<file path="config.mk">
export PLATFORM = sky130hd
export DESIGN_NAME = aurora_link_activity_monitor
export DESIGN_NICKNAME = d
export VERILOG_FILES = /design/src/rtl/aurora_link_activity_monitor.sv
export SDC_FILE = /design/constraint.sdc
export NUM_CORES = 1
export LEC_CHECK = 0
export BUFFER_PORTS_ARGS = -buffer_cell sky130_fd_sc_hd__buf_2
export CAP_MARGIN = 25
export CORE_MARGIN = 1
export CORE_UTILIZATION = 25
export DETAILED_ROUTE_END_ITERATION = 6
export PLACE_DENSITY = 0.43
export SLEW_MARGIN = 20
export SYNTH_ARGS = -nofsm -noshare
export SYNTH_HDL_FRONTEND = slang
export SYNTH_SLANG_ARGS = --single-unit
</file>
<file path="constraint.sdc">
create_clock -name clk -period 4.44 [get_ports clk]
set_input_delay 0.666 -clock clk [delete_from_list [all_inputs] [get_ports clk]]
set_output_delay 0.666 -clock clk [all_outputs]
set_load 0.01 [all_outputs]
</file>
<file path="src/rtl/aurora_link_activity_monitor.sv">
// Qualifies Aurora link status and stretches FIFO strobes into slow LED-friendly activity signals.
// Define AURORA_SOFT_ERR_COUNT_EN to build the saturating soft-error counter.
module aurora_link_activity_monitor #(
  parameter int LANES          = 1,
  parameter int QUAL_CYCLES    = 1024,
  parameter int STRETCH_CYCLES = 16,
  parameter int HOLD_CYCLES    = 4096,
  parameter int ERR_W          = 16
) (
  input  logic             clk,
  input  logic             rst,
  input  logic             channel_up,
  input  logic [LANES-1:0] lane_up,
  input  logic             hard_err,
  input  logic             soft_err,
  input  logic             fifo_wr_en,
  input  logic             fifo_rd_en,
  input  logic             err_clr,
  output logic             rdy,
  output logic             wr_act,
  output logic             rd_act,
  output logic [1:0]       link_state,
  output logic [ERR_W-1:0] soft_err_cnt
);

  localparam int QW = $clog2(QUAL_CYCLES);
  localparam int HW = $clog2(HOLD_CYCLES);
  localparam int SW = $clog2(STRETCH_CYCLES + 1);
  localparam logic [QW-1:0] QUAL_LAST    = QW'(QUAL_CYCLES - 1);
  localparam logic [HW-1:0] HOLD_LAST    = HW'(HOLD_CYCLES - 1);
  localparam logic [SW-1:0] STRETCH_LOAD = SW'(STRETCH_CYCLES);

  typedef enum logic [1:0] {
    S_DOWN     = 2'b00,
    S_QUALIFY  = 2'b01,
    S_UP       = 2'b10,
    S_ERR_HOLD = 2'b11
  } state_t;

  state_t           state, state_nx;
  logic [QW-1:0]    qual_cnt, qual_cnt_nx;
  logic [HW-1:0]    hold_cnt, hold_cnt_nx;
  logic [SW-1:0]    wr_cnt, wr_cnt_nx, rd_cnt, rd_cnt_nx;
  logic             channel_up_m, channel_up_s;
  logic             hard_err_m, hard_err_s;
  logic             soft_err_m, soft_err_s;
  logic [LANES-1:0] lane_up_m, lane_up_s;
  logic             link_ok;

  // Two-flop synchronisers for everything coming from the Aurora clock domain.
  always_ff @(posedge clk) begin
    if (rst) begin
      channel_up_m <= 1'b0;
      channel_up_s <= 1'b0;
      lane_up_m    <= '0;
      lane_up_s    <= '0;
      hard_err_m   <= 1'b0;
      hard_err_s   <= 1'b0;
      soft_err_m   <= 1'b0;
      soft_err_s   <= 1'b0;
    end else begin
      channel_up_m <= channel_up;
      channel_up_s <= channel_up_m;
      lane_up_m    <= lane_up;
      lane_up_s    <= lane_up_m;
      hard_err_m   <= hard_err;
      hard_err_s   <= hard_err_m;
      soft_err_m   <= soft_err;
      soft_err_s   <= soft_err_m;
    end
  end

  assign link_ok = channel_up_s & (&lane_up_s);

  always_comb begin
    state_nx    = state;
    qual_cnt_nx = qual_cnt;
    hold_cnt_nx = hold_cnt;
    case (state)
      S_DOWN: begin
        if (link_ok) begin
          state_nx    = S_QUALIFY;
          qual_cnt_nx = '0;
        end
      end
      S_QUALIFY: begin
        if (hard_err_s || !link_ok) state_nx = S_DOWN;
        else if (qual_cnt == QUAL_LAST) state_nx = S_UP;
        else qual_cnt_nx = qual_cnt + 1'b1;
      end
      S_UP: begin
        if (hard_err_s) begin
          state_nx    = S_ERR_HOLD;
          hold_cnt_nx = '0;
        end else if (!link_ok) begin
          state_nx = S_DOWN;
        end
      end
      S_ERR_HOLD: begin
        // A fresh hard error restarts the whole hold-off window.
        if (hard_err_s) hold_cnt_nx = '0;
        else if (hold_cnt == HOLD_LAST) state_nx = S_DOWN;
        else hold_cnt_nx = hold_cnt + 1'b1;
      end
      default: state_nx = S_DOWN;
    endcase
  end

  // Strobes only count while qualified; losing rdy clears any stretch in progress.
  always_comb begin
    wr_cnt_nx = wr_cnt;
    rd_cnt_nx = rd_cnt;
    if (!rdy) wr_cnt_nx = '0;
    else if (fifo_wr_en) wr_cnt_nx = STRETCH_LOAD;
    else if (wr_cnt != '0) wr_cnt_nx = wr_cnt - 1'b1;
    if (!rdy) rd_cnt_nx = '0;
    else if (fifo_rd_en) rd_cnt_nx = STRETCH_LOAD;
    else if (rd_cnt != '0) rd_cnt_nx = rd_cnt - 1'b1;
  end

  always_ff @(posedge clk) begin
    if (rst) begin
      state    <= S_DOWN;
      qual_cnt <= '0;
      hold_cnt <= '0;
      rdy      <= 1'b0;
      wr_cnt   <= '0;
      rd_cnt   <= '0;
      wr_act   <= 1'b0;
      rd_act   <= 1'b0;
    end else begin
      state    <= state_nx;
      qual_cnt <= qual_cnt_nx;
      hold_cnt <= hold_cnt_nx;
      rdy      <= (state_nx == S_UP);
      wr_cnt   <= wr_cnt_nx;
      rd_cnt   <= rd_cnt_nx;
      wr_act   <= (wr_cnt_nx != '0);
      rd_act   <= (rd_cnt_nx != '0);
    end
  end

  assign link_state = state;

`ifdef AURORA_SOFT_ERR_COUNT_EN
  logic soft_err_d;

  // Count rising edges of the synchronised soft error; clear wins over a coincident increment.
  always_ff @(posedge clk) begin
    if (rst) begin
      soft_err_d   <= 1'b0;
      soft_err_cnt <= '0;
    end else begin
      soft_err_d <= soft_err_s;
      if (err_clr) soft_err_cnt <= '0;
      else if (soft_err_s && !soft_err_d && !(&soft_err_cnt)) soft_err_cnt <= soft_err_cnt + 1'b1;
    end
  end
`else
  logic unused_soft;
  assign unused_soft  = soft_err_s ^ err_clr;
  assign soft_err_cnt = '0;
`endif

endmodule

</file>
Yosys cells after proc, flatten, opt, wreduce, memory -nomap -nowiden
Index checks and enable logic that the tools add are counted.
{ "word_totals": {"register_bits": 43, "input_bits": 9, "output_inout_bits": 21} }
{ "classes": {"addsub": 4, "n_eq_ne": 11, "n_mux": 22, "bitwise_logic": 1, "reduce_logical": 11} }
{ "op_table": {"columns": ["operator", "n"], "rows": [
  ["$mux W12", 3],
  ["$mux W10", 3],
  ["$mux W5", 6],
  ["$pmux W12 S2", 1],
  ["$pmux W10 S2", 1],
  ["$reduce_bool A5 Y1", 4],
  ["$mux W2", 7],
  ["$add A12 B1 Y12 const B", 1],
  ["$eq A12 B12 Y1 const B", 1],
  ["$add A10 B1 Y10 const B", 1],
  ["$eq A10 B10 Y1 const B", 1],
  ["$sub A5 B1 Y5 const B", 2],
  ["$ne A2 B2 Y1 const B", 4],
  ["$pmux W2 S4", 1],
  ["$eq A2 B2 Y1 const B", 3],
  ["$reduce_and A4 Y1", 1],
  ["$reduce_bool A2 Y1", 2],
  ["$ne A3 B3 Y1 const B", 1],
  ["$reduce_and A3 Y1", 1],
  ["$eq A2 B1 Y1 const B", 1],
  ["$logic_not A2 Y1", 1],
  ["$and A1 B1 Y1", 1],
  ["$logic_not A1 Y1", 1],
  ["$logic_or A1 B1 Y1", 1]
]} }

Depth between registers and ports, before layout
Gate-level depths: netlist (run 1).
{ "depth": {"word_depth": 6, "mapped_depth": 7} }

Worst setup path after synthesis (run 1)
OpenSTA, ideal clock, no wires.
{ "synth_timing": {"kind": "register to register", "startpoint": "register wr_cnt[0]", "endpoint": "register wr_act", "arrival_ps": 1738, "required_time_ps": 4309, "slack_ps": 2571, "stages_incl_launch_ff": 8, "synth_period_minus_slack_ps": 1869, "cell_sequence": "dfxtp_1 -> inv_1 -> ha_1 -> or4b_1 -> buf_2 -> or3_1 -> a221oi_1 -> o22ai_1"} }
{ "synth_via": {"elab_chain_cells": 5, "elab_cells_between_ends": 6} }
{ "synth_rtl": {"columns": ["item", "line", "text"], "rows": [
  ["from (decl)", "43", "logic [SW-1:0] wr_cnt, wr_cnt_nx, rd_cnt, rd_cnt_nx;"],
  ["from (signal assigned)", "136", "wr_cnt <= wr_cnt_nx;"],
  ["$sub A5 B1 Y5 or $reduce_bool A5 Y1 (tied branches)", "115", "else if (wr_cnt != '0) wr_cnt_nx = wr_cnt - 1'b1;"],
  ["$mux W5 (*)", "115", null],
  ["$mux W5 (*)", "114", "else if (fifo_wr_en) wr_cnt_nx = STRETCH_LOAD;"],
  ["$mux W5 (*)", "113", "if (!rdy) wr_cnt_nx = '0;"],
  ["$reduce_bool A5 Y1 (*)", "138", "wr_act <= (wr_cnt_nx != '0);"],
  ["to (signal assigned)", "138", null],
  ["to (decl)", "20", "output logic wr_act,"]
]} }
Every way passes the cells marked *; elsewhere a longest branch is shown, timed or not.
A chain may end at the register's enable or synchronous reset.

Worst setup path after layout (run 1)
{ "layout_timing": {"startpoint": "register hold_cnt[7]", "endpoint": "register hold_cnt[11]"} }
{ "layout_via": {"elab_chain_cells": 4, "elab_cells_between_ends": 7} }
{ "layout_rtl": {"columns": ["item", "line", "text"], "rows": [
  ["from (decl)", "42", "logic [HW-1:0] hold_cnt, hold_cnt_nx;"],
  ["from (signal assigned)", "134", "hold_cnt <= hold_cnt_nx;"],
  ["$add A12 B1 Y12", "103", "else hold_cnt_nx = hold_cnt + 1'b1;"],
  ["$mux W12", "102", "else if (hold_cnt == HOLD_LAST) state_nx = S_DOWN;"],
  ["$mux W12", "101", "if (hard_err_s) hold_cnt_nx = '0;"],
  ["$pmux W12 S2", "79", "case (state)"]
]} }
Parallel ways exist; a longest one is shown, timed or not. The select of a mux whose other input is x is not followed.

==> results.py, run 1 <==
metrics = {
    "synthesis": {
        "synthCells": 264,
        "synth-edff-count": 0,
        "yosys.area.top_type": "dfxtp_1",
        "synth-seq-area-share_pct": 37.9,
        "yosysTopAreaCellShare_pct": 37.9,
        "async_reset_ff_share_pct": 0,
        "synthTopCellsByArea": "dfxtp_1, buf_4, or4_1",
        "synth-seq-cells": 43,
        "syn_area_um2": 2270,
        "yosysWarnings": 0,
        "synth.avg_cell_area_um2": 8.61,
        "ys_types": 53,
        "synth_ff_type": "dfxtp_1",
    },
    "sta": {
        "clock.fmax_mhz": 465,
        "period_share_pct": 48.5,
        "fin_setup_tns_ns": 0,
        "hold_viol_final": 0,
        "setup_ws_ns": 2.29,
        "setup_viol": 0,
        "finalClockSkew_ns": 0.00487,
        "tightest_slew_ns": 0.816,
        "fin_crit_ns": 2.15,
        "slew_viol_final": 0,
        "rsz0062_at_grt": "false",
        "hold_ws_ns": 0.443,
        "slew_headroom_pct": 45.3,
    },
    "placed_design": {
        "place_inst": 372,
        "dpl.hpwl_um": 3200,
        "place_ws_ns": 2.17,
        "dpl_cell_area_um2": 2350,
        "gp_congestion": 0.750,
        "portBuffers": 11,
    },
    "critical_path": {
        "cp_max_fo": 7,
        "worstRegToRegCells": 5,
        "critPathMaxStageDelay_ns": 0.65,
        "crit_family": "simple AND/OR/NAND/NOR gates",
        "cp-end-kind": "register",
        "crit_buf_inv": 1,
        "cp-start-kind": "register",
        "cp.arrival_ns": 2.35,
        "r2r_start": "hold_cnt[7]",
        "cp.required_ns": 4.64,
        "critPathKind": "register to register",
        "reg2reg_to": "hold_cnt[11]",
        "cp_slowest_cell": "nor4_2",
        "reg2reg_slack_ns": 2.29,
        "crit_chain": "nand4_1, nor4_2, clkbuf_2, nor2_1, a311oi_1",
    },
    "clocking": {
        "cts_sinks": 43,
        "cts_tree": "built",
        "htree_levels": 2,
        "cts_buffers": 5,
        "clkTransAtPathRegs_ns": 0.08,
        "post_cts_buffers": 0,
        "cts-root-buf": "clkbuf_8",
        "cts_buffer_depth": 2,
        "postCtsHoldBufs": 0,
        "worstSkewPairLatency_ns": 0.29,
        "post_cts_resize_count": 0,
    },
    "routing": {
        "wirelength_um": 4560,
        "vias": 1853,
        "drtIter0Drc": 76,
        "wire_per_inst_um": 12.0,
        "antenna_left": 0,
        "drcViolationCount": 0,
        "viasPerCell": 4.86,
        "dr.pass1.iters": 4,
    },
    "global_routing": {
        "grt_max_degree": 27,
        "gr-total-overflow": 0,
        "grt_pass1_vias": 1693,
        "antenna_found_initial": 0,
        "grt_usage_pct": 10.3,
        "grt_first_pass_wirelength_um": 8090,
    },
    "finish": {
        "drive_above_1_share_pct": 8.42,
        "register_area_um2": 861,
        "fillCellCount": 952,
        "final_util_pct": 28.0,
        "layout_commonest_cell": "dfxtp_1",
        "fin_cells": 381,
        "final_cell_mix": "dfxtp_1, nand2_1, conb_1",
        "diodes": 0,
        "multi_input_area_um2": 1280,
        "area_growth_syn_to_layout_pct": 7.98,
        "layout.nets": 285,
        "final_cell_area_um2": 2450,
    },
    "pwr": {
        "p_leak_nw": 0.795,
        "power_mw": 0.662,
        "powerDensity_nw_per_um2": 270,
        "ir_drop_uv": 95.8,
    },
    "floorplanning": {
        "row_count": 34,
        "core-area_um2": 8760,
        "start_util_pct": 25.9,
        "die_y_um": 97.3,
        "chipWidth_um": 97.3,
        "pin_count": 30,
        "die_area_um2": 9470,
    },
    "worst_hold_path": {
        "holdPathEnd": "hard_err_s",
        "min_path_type": "register to register",
        "hold_start": "hard_err_m",
        "min_path_cells": 1,
    },
    "run_status": {
        "outcome": "complete, no violations",
    },
    "run": {
        "max_cap_viol_count": 0,
    },
}
where the power goes:
group	switching (mW)	internal [mW]
clock network	0.138	0.110
registers	0.00181	0.388
logic	0.0169	0.00741
total	0.156	0.505
cells by family (layout without fill, tap and decap cells):
group | count (synthesis) | in the layout | synth area share (%)
buffers and inverters | 35 | 29 | 8.70
adders and majority gates | 4 | 4 | 2.20
AOI/OAI and AO/OA | 62 | 62 | 18.6
muxes | 6 | 6 | 2.64
and+or+nand+nor | 108 | 108 | 27.9
DFF | 43 | 43 | 37.9
xor gates and xnor gates | 5 | 5 | 1.93
other | 1 | 16 | 0.165
state kept, by name, summed over array words and instances, names as in the netlist:
signal,count
link_state,2
hard_err_s,1
channel_up_m,1
lane_up_s,1
lane_up_m,1
wr_act,1
wr_cnt,5
hold_cnt,12
rd_act,1
rd_cnt,5
qual_cnt,10
rdy,1
channel_up_s,1
hard_err_m,1
Yosys cell counts (all sizes together), types with 3 or more instances:
library cell  number
or2                3
nor2b              9
clkbuf             7
mux2i              6
a21oi             13
ha                 4
or3                7
nor4               6
buf               19
a211oi             4
o21ai             11
nand2b             7
o31ai              8
nand2             20
nand4              3
nor3               5
dfxtp             43
a21boi             5
xnor2              3
nand3             11
inv                9
a31oi              3
nor2              15
a2111oi            3
or4               11
worst max-delay path by stage:
stage	slack [ns]	cells past startpoint	startpoint	endpoint
2_1_floorplan	2.57	7	wr_cnt[0]	wr_act
3_3_place_gp	2.13	4	hold_cnt[7]	hold_cnt[11]
3_5_place_dp	2.17	4	hold_cnt[7]	hold_cnt[11]
4_1_cts	2.13	4	hold_cnt[7]	hold_cnt[11]
5_1_grt	2.09	5	hold_cnt[7]	hold_cnt[11]
6_report	2.29	5	hold_cnt[7]	hold_cnt[11]
cell type report:
| type | count | area share (%) |
|---|---|---|
| inverters | 9 | 1.38 |
| repair buffers | 12 | 2.45 |
| clock inverters | 2 | 0.510 |
| clock buffers | 6 | 2.96 |
| multi-input cells | 201 | 52.1 |
| flip-flops and latches | 43 | 35.1 |
| well taps | 108 | 5.51 |
metal layers:
metal | routed length, um | vias to the layer above | GRT usage (%)
met2 | 2010 | 34 | 16.7
met1 | 2350 | 849 | 13.5
met5 | 0 | - | 0
li1 | - | 963 | -
met3 | 138 | 7 | 2.23
met4 | 60 | 0 | 3.73
Power figures use the tool's default switching activity.
==> run 2, diff against run 1 <==
clock period = 2 ns   (was 4.44 ns; I/O delays follow)
==> results.py, run 2 (synthesis gave the netlist of run 1 again) <==
metrics = {
    "run_status": {
        "outcome": "complete, no violations",
    },
    "sta": {
        "finalClockSkew_ns": 0.00963,
        "slew_headroom_pct": 58.5,
        "fin_setup_tns_ns": 0,
        "slew_viol_final": 0,
        "fin_crit_ns": 1.84,
        "rsz0062_at_grt": "false",
        "setup_viol": 0,
        "tightest_slew_ns": 0.621,
        "clock.fmax_mhz": 544,
        "hold_viol_final": 0,
        "period_share_pct": 92.0,
    },
    "routing": {
        "wire_per_inst_um": 12.2,
        "wirelength_um": 4790,
        "drcViolationCount": 0,
        "viasPerCell": 4.84,
        "vias": 1893,
        "drtIter0Drc": 84,
        "dr.pass1.iters": 4,
        "antenna_left": 0,
    },
    "floorplanning": {
        "chipWidth_um": 97.3,
        "die_y_um": 97.3,
        "core-area_um2": 8760,
        "die_area_um2": 9470,
        "row_count": 34,
        "pin_count": 30,
        "start_util_pct": 25.9,
    },
    "placed_design": {
        "dpl.hpwl_um": 3380,
        "portBuffers": 11,
        "gp_congestion": 0.773,
        "place_inst": 383,
    },
    "finish": {
        "area_growth_syn_to_layout_pct": 11.7,
        "drive_above_1_share_pct": 12.0,
        "largest_register": "hold_cnt",
        "final_cell_mix": "dfxtp_1, nand2_1, conb_1",
        "largest_reg_flops": 12,
        "fin_cells": 391,
        "layout_commonest_cell": "dfxtp_1",
        "diodes": 0,
        "largest_registers": "hold_cnt (12), qual_cnt (10)",
        "layout.nets": 295,
    },
    "critical_path": {
        "cp-start-kind": "register",
        "crit_chain": "inv_1, ha_1, or4b_1, or3_1, a221oi_2, o22ai_1",
        "reg2reg_to": "wr_act",
        "worstRegToRegCells": 6,
        "critPathKind": "register to register",
        "r2r_start": "wr_cnt[0]",
        "cp_slowest_cell": "or4b_1",
        "cp_max_fo": 5,
        "cp.required_ns": 2.18,
        "reg2reg_slack_ns": 0.16,
        "critPathMaxStageDelay_ns": 0.46,
        "cp.arrival_ns": 2.02,
        "cp-end-kind": "register",
    },
    "worst_hold_path": {
        "hold_start": "hard_err",
        "min_path_cells": 2,
        "min_path_type": "primary input to register",
        "holdPathEnd": "hard_err_m",
    },
    "pwr": {
        "powerDensity_nw_per_um2": 597,
        "p_leak_nw": 0.840,
        "ir_drop_uv": 267,
    },
    "run": {
        "max_cap_viol_count": 0,
    },
    "global_routing": {
        "grt_max_degree": 21,
        "antenna_found_initial": 0,
        "grt_first_pass_wirelength_um": 8300,
        "gr-total-overflow": 0,
        "grt_usage_pct": 10.5,
        "grt_pass1_vias": 1714,
    },
    "clocking": {
        "cts_tree": "built",
        "htree_levels": 2,
        "postCtsHoldBufs": 0,
        "clkTransAtPathRegs_ns": 0.09,
        "cts_buffer_depth": 2,
        "cts_sinks": 43,
        "post_cts_resize_count": 0,
        "post_cts_buffers": 0,
        "worstSkewPairLatency_ns": 0.29,
        "cts-root-buf": "clkbuf_8",
        "cts_buffers": 5,
    },
}
[run 2: critical path, delay by kind of cell, from the launching register on]
family | cells | cell delay [ns]
adders and majority gates | 1 | 0.17
AOI/OAI and AO/OA | 2 | 0.34
DFF | 1 | 0.36
buffers and inverters | 1 | 0.07
and+or+nand+nor | 2 | 0.81
[run 2: worst max-delay path by stage]
stage	start	to	slack [ns]	depth (start not counted)
6_report	wr_cnt[0]	wr_act	0.16	6
5_1_grt	wr_cnt[0]	wr_act	0.03	6
4_1_cts	wr_cnt[0]	wr_act	0.14	6
3_5_place_dp	wr_cnt[0]	wr_act	0.15	6
3_3_place_gp	wr_cnt[0]	wr_act	0.18	6
2_1_floorplan	wr_cnt[0]	wr_act	0.13	7
[run 2: area by class of cell]
cell class | instances | area, um2
well taps | 108 | 135
inverters | 9 | 33.8
flip-flops and latches | 43 | 861
clock inverters | 1 | 8.76
fillers | 937 | 6220
repair buffers | 22 | 138
multi-input cells | 201 | 1280
clock buffers | 7 | 86.3
[run 2: power breakdown]
part	switching, mW	leakage [nW]	internal (mW)
combinational	0.0393	0.444	0.0196
clock	0.308	0.0484	0.284
sequential	0.00438	0.347	0.861
total	0.352	0.840	1.16
[run 2: per-stage QoR]
stage	power, mW	cell area (um2)	hold WS, ns	setup slack (ns)	util, %
6_report	1.52	2540	0.217	0.160	29.0
5_1_grt	1.60	2540	0.201	0.0328	29.0
4_1_cts	1.55	2530	0.204	0.136	28.9
3_5_place_dp	0.945	2440	0.425	0.149	27.8
3_3_place_gp	0.944	2440	0.427	0.181	27.8
2_1_floorplan	0.947	2330	0.377	0.131	-
[run 2: layer usage]
metal  track usage (%)  up-vias  share of wire (%)  wire length, um
li1                  -      983                  -                -
met1              14.9      878                 53             2540
met2              15.8       30                 43             2050
met3              2.45        2                3.2              152
met4              3.39        0               0.90               43
met5                 0        -                  0                0
==> run 3, diff against run 2 <==
BUFFER_PORTS_ARGS = default   (was -buffer_cell sky130_fd_sc_hd__buf_2)
DONT_BUFFER_PORTS = 1   (was default)
PLACE_DENSITY = 0.4   (was 0.43)
==> results.py, run 3 (synthesis gave the netlist of run 1 again) <==
metrics = {
    "clocking": {
        "post_cts_resize_count": 0,
        "htree_levels": 2,
        "post_cts_buffers": 0,
        "cts_tree": "built",
        "worstSkewPairLatency_ns": 0.30,
        "cts_buffers": 5,
        "cts-root-buf": "clkbuf_8",
        "cts_buffer_depth": 2,
        "clkTransAtPathRegs_ns": 0.09,
        "cts_sinks": 43,
        "postCtsHoldBufs": 0,
    },
    "run": {
        "max_cap_viol_count": 0,
    },
    "placed_design": {
        "portBuffers": 0,
        "dpl_cell_area_um2": 2380,
        "gp_congestion": 0.824,
        "dpl.hpwl_um": 3400,
        "place_inst": 372,
    },
    "sta": {
        "clock.fmax_mhz": 533,
        "tightest_slew_ns": 0.623,
        "fin_setup_tns_ns": 0,
        "period_share_pct": 93.8,
        "hold_viol_final": 0,
        "finalClockSkew_ns": 0.0132,
        "hold_ws_ns": 0.0646,
        "fin_crit_ns": 1.88,
        "setup_viol": 0,
        "slew_headroom_pct": 58.3,
        "slew_viol_final": 0,
        "rsz0062_at_grt": "false",
    },
    "global_routing": {
        "grt_usage_pct": 10.5,
        "antenna_found_initial": 0,
        "grt_first_pass_wirelength_um": 8160,
        "grt_max_degree": 27,
        "gr-total-overflow": 0,
        "grt_pass1_vias": 1665,
    },
    "finish": {
        "largest_register": "hold_cnt",
        "final_cell_area_um2": 2500,
        "register_area_um2": 861,
        "largest_registers": "hold_cnt (12), qual_cnt (10)",
        "area_growth_syn_to_layout_pct": 10.0,
        "multi_input_area_um2": 1270,
        "layout_commonest_cell": "dfxtp_1",
        "fillCellCount": 938,
        "final_cell_mix": "dfxtp_1, nand2_1, conb_1",
        "layout.nets": 284,
        "fin_cells": 380,
        "largest_reg_flops": 12,
        "drive_above_1_share_pct": 8.46,
        "diodes": 0,
    },
    "pwr": {
        "ir_drop_uv": 279,
        "p_leak_nw": 0.798,
        "powerDensity_nw_per_um2": 649,
    },
    "critical_path": {
        "cp.arrival_ns": 2.06,
        "critPathMaxStageDelay_ns": 0.46,
        "crit_family": "simple AND/OR/NAND/NOR gates",
        "cp-start-kind": "register",
        "crit_buf_inv": 1,
        "crit_chain": "inv_1, ha_1, or4b_1, or3_1, a221oi_1, o22ai_1",
        "cp_slowest_cell": "or4b_1",
        "critPathKind": "register to register",
        "cp.required_ns": 2.18,
        "cp_max_fo": 5,
        "cp-end-kind": "register",
    },
    "worst_hold_path": {
        "min_path_type": "primary input to register",
    },
    "floorplanning": {
        "pin_count": 30,
        "chipWidth_um": 97.3,
        "die_y_um": 97.3,
        "row_count": 34,
        "die_area_um2": 9470,
        "core-area_um2": 8760,
        "start_util_pct": 25.9,
    },
    "routing": {
        "viasPerCell": 4.90,
        "vias": 1863,
        "dr.pass1.iters": 4,
        "drcViolationCount": 0,
        "drtIter0Drc": 96,
        "wire_per_inst_um": 12.6,
        "wirelength_um": 4770,
        "antenna_left": 0,
    },
    "run_status": {
        "outcome": "complete, no violations",
    },
}
==> run 3: metal layers <==
| layer | track usage, % | share of wire [%] | routed length [um] | up-vias |
|---|---|---|---|---|
| li1 | - | - | - | 962 |
| met4 | 3.05 | 0.99 | 47 | 0 |
| met3 | 2.81 | 3.4 | 162 | 4 |
| met2 | 16.1 | 44 | 2090 | 28 |
| met5 | 0 | 0 | 0 | - |
| met1 | 14.5 | 52 | 2470 | 869 |
==> run 3: final cells by class <==
cell class	count	area share, %
clock buffer	6	3.30
clock inverter	2	1.40
inverter	9	1.35
multi-input combinational	201	50.8
sequential	43	34.4
tap	108	5.41
timing repair buffer	11	3.30
==> run 3: path summary, 6_finish.rpt <==
check                           depth (start not counted)         start      endpoint  slack [ns]
worst min register to register                          1  channel_up_m  channel_up_s        0.44
worst max register to register                          6     wr_cnt[0]        wr_act        0.12
worst max-delay path                                    6     wr_cnt[0]        wr_act        0.12
worst min-delay path                                    1           rst     rd_cnt[4]        0.06
==> run 3: through the flow <==
stage                     setup slack, ns  utilization, %  power, mW
final                               0.124            28.5       1.62
after global routing               0.0264            28.5       1.70
after CTS                           0.120            28.5       1.65
after detailed placement            0.143            27.2      0.929
after global placement              0.138            27.2      0.929
after floorplan                     0.131               -      0.947
==> run 3: power breakdown <==
group | internal, mW | switching [mW] | total (mW)
combinational | 0.0152 | 0.0286 | 0.0438
sequential | 0.861 | 0.00339 | 0.864
clock | 0.405 | 0.309 | 0.714
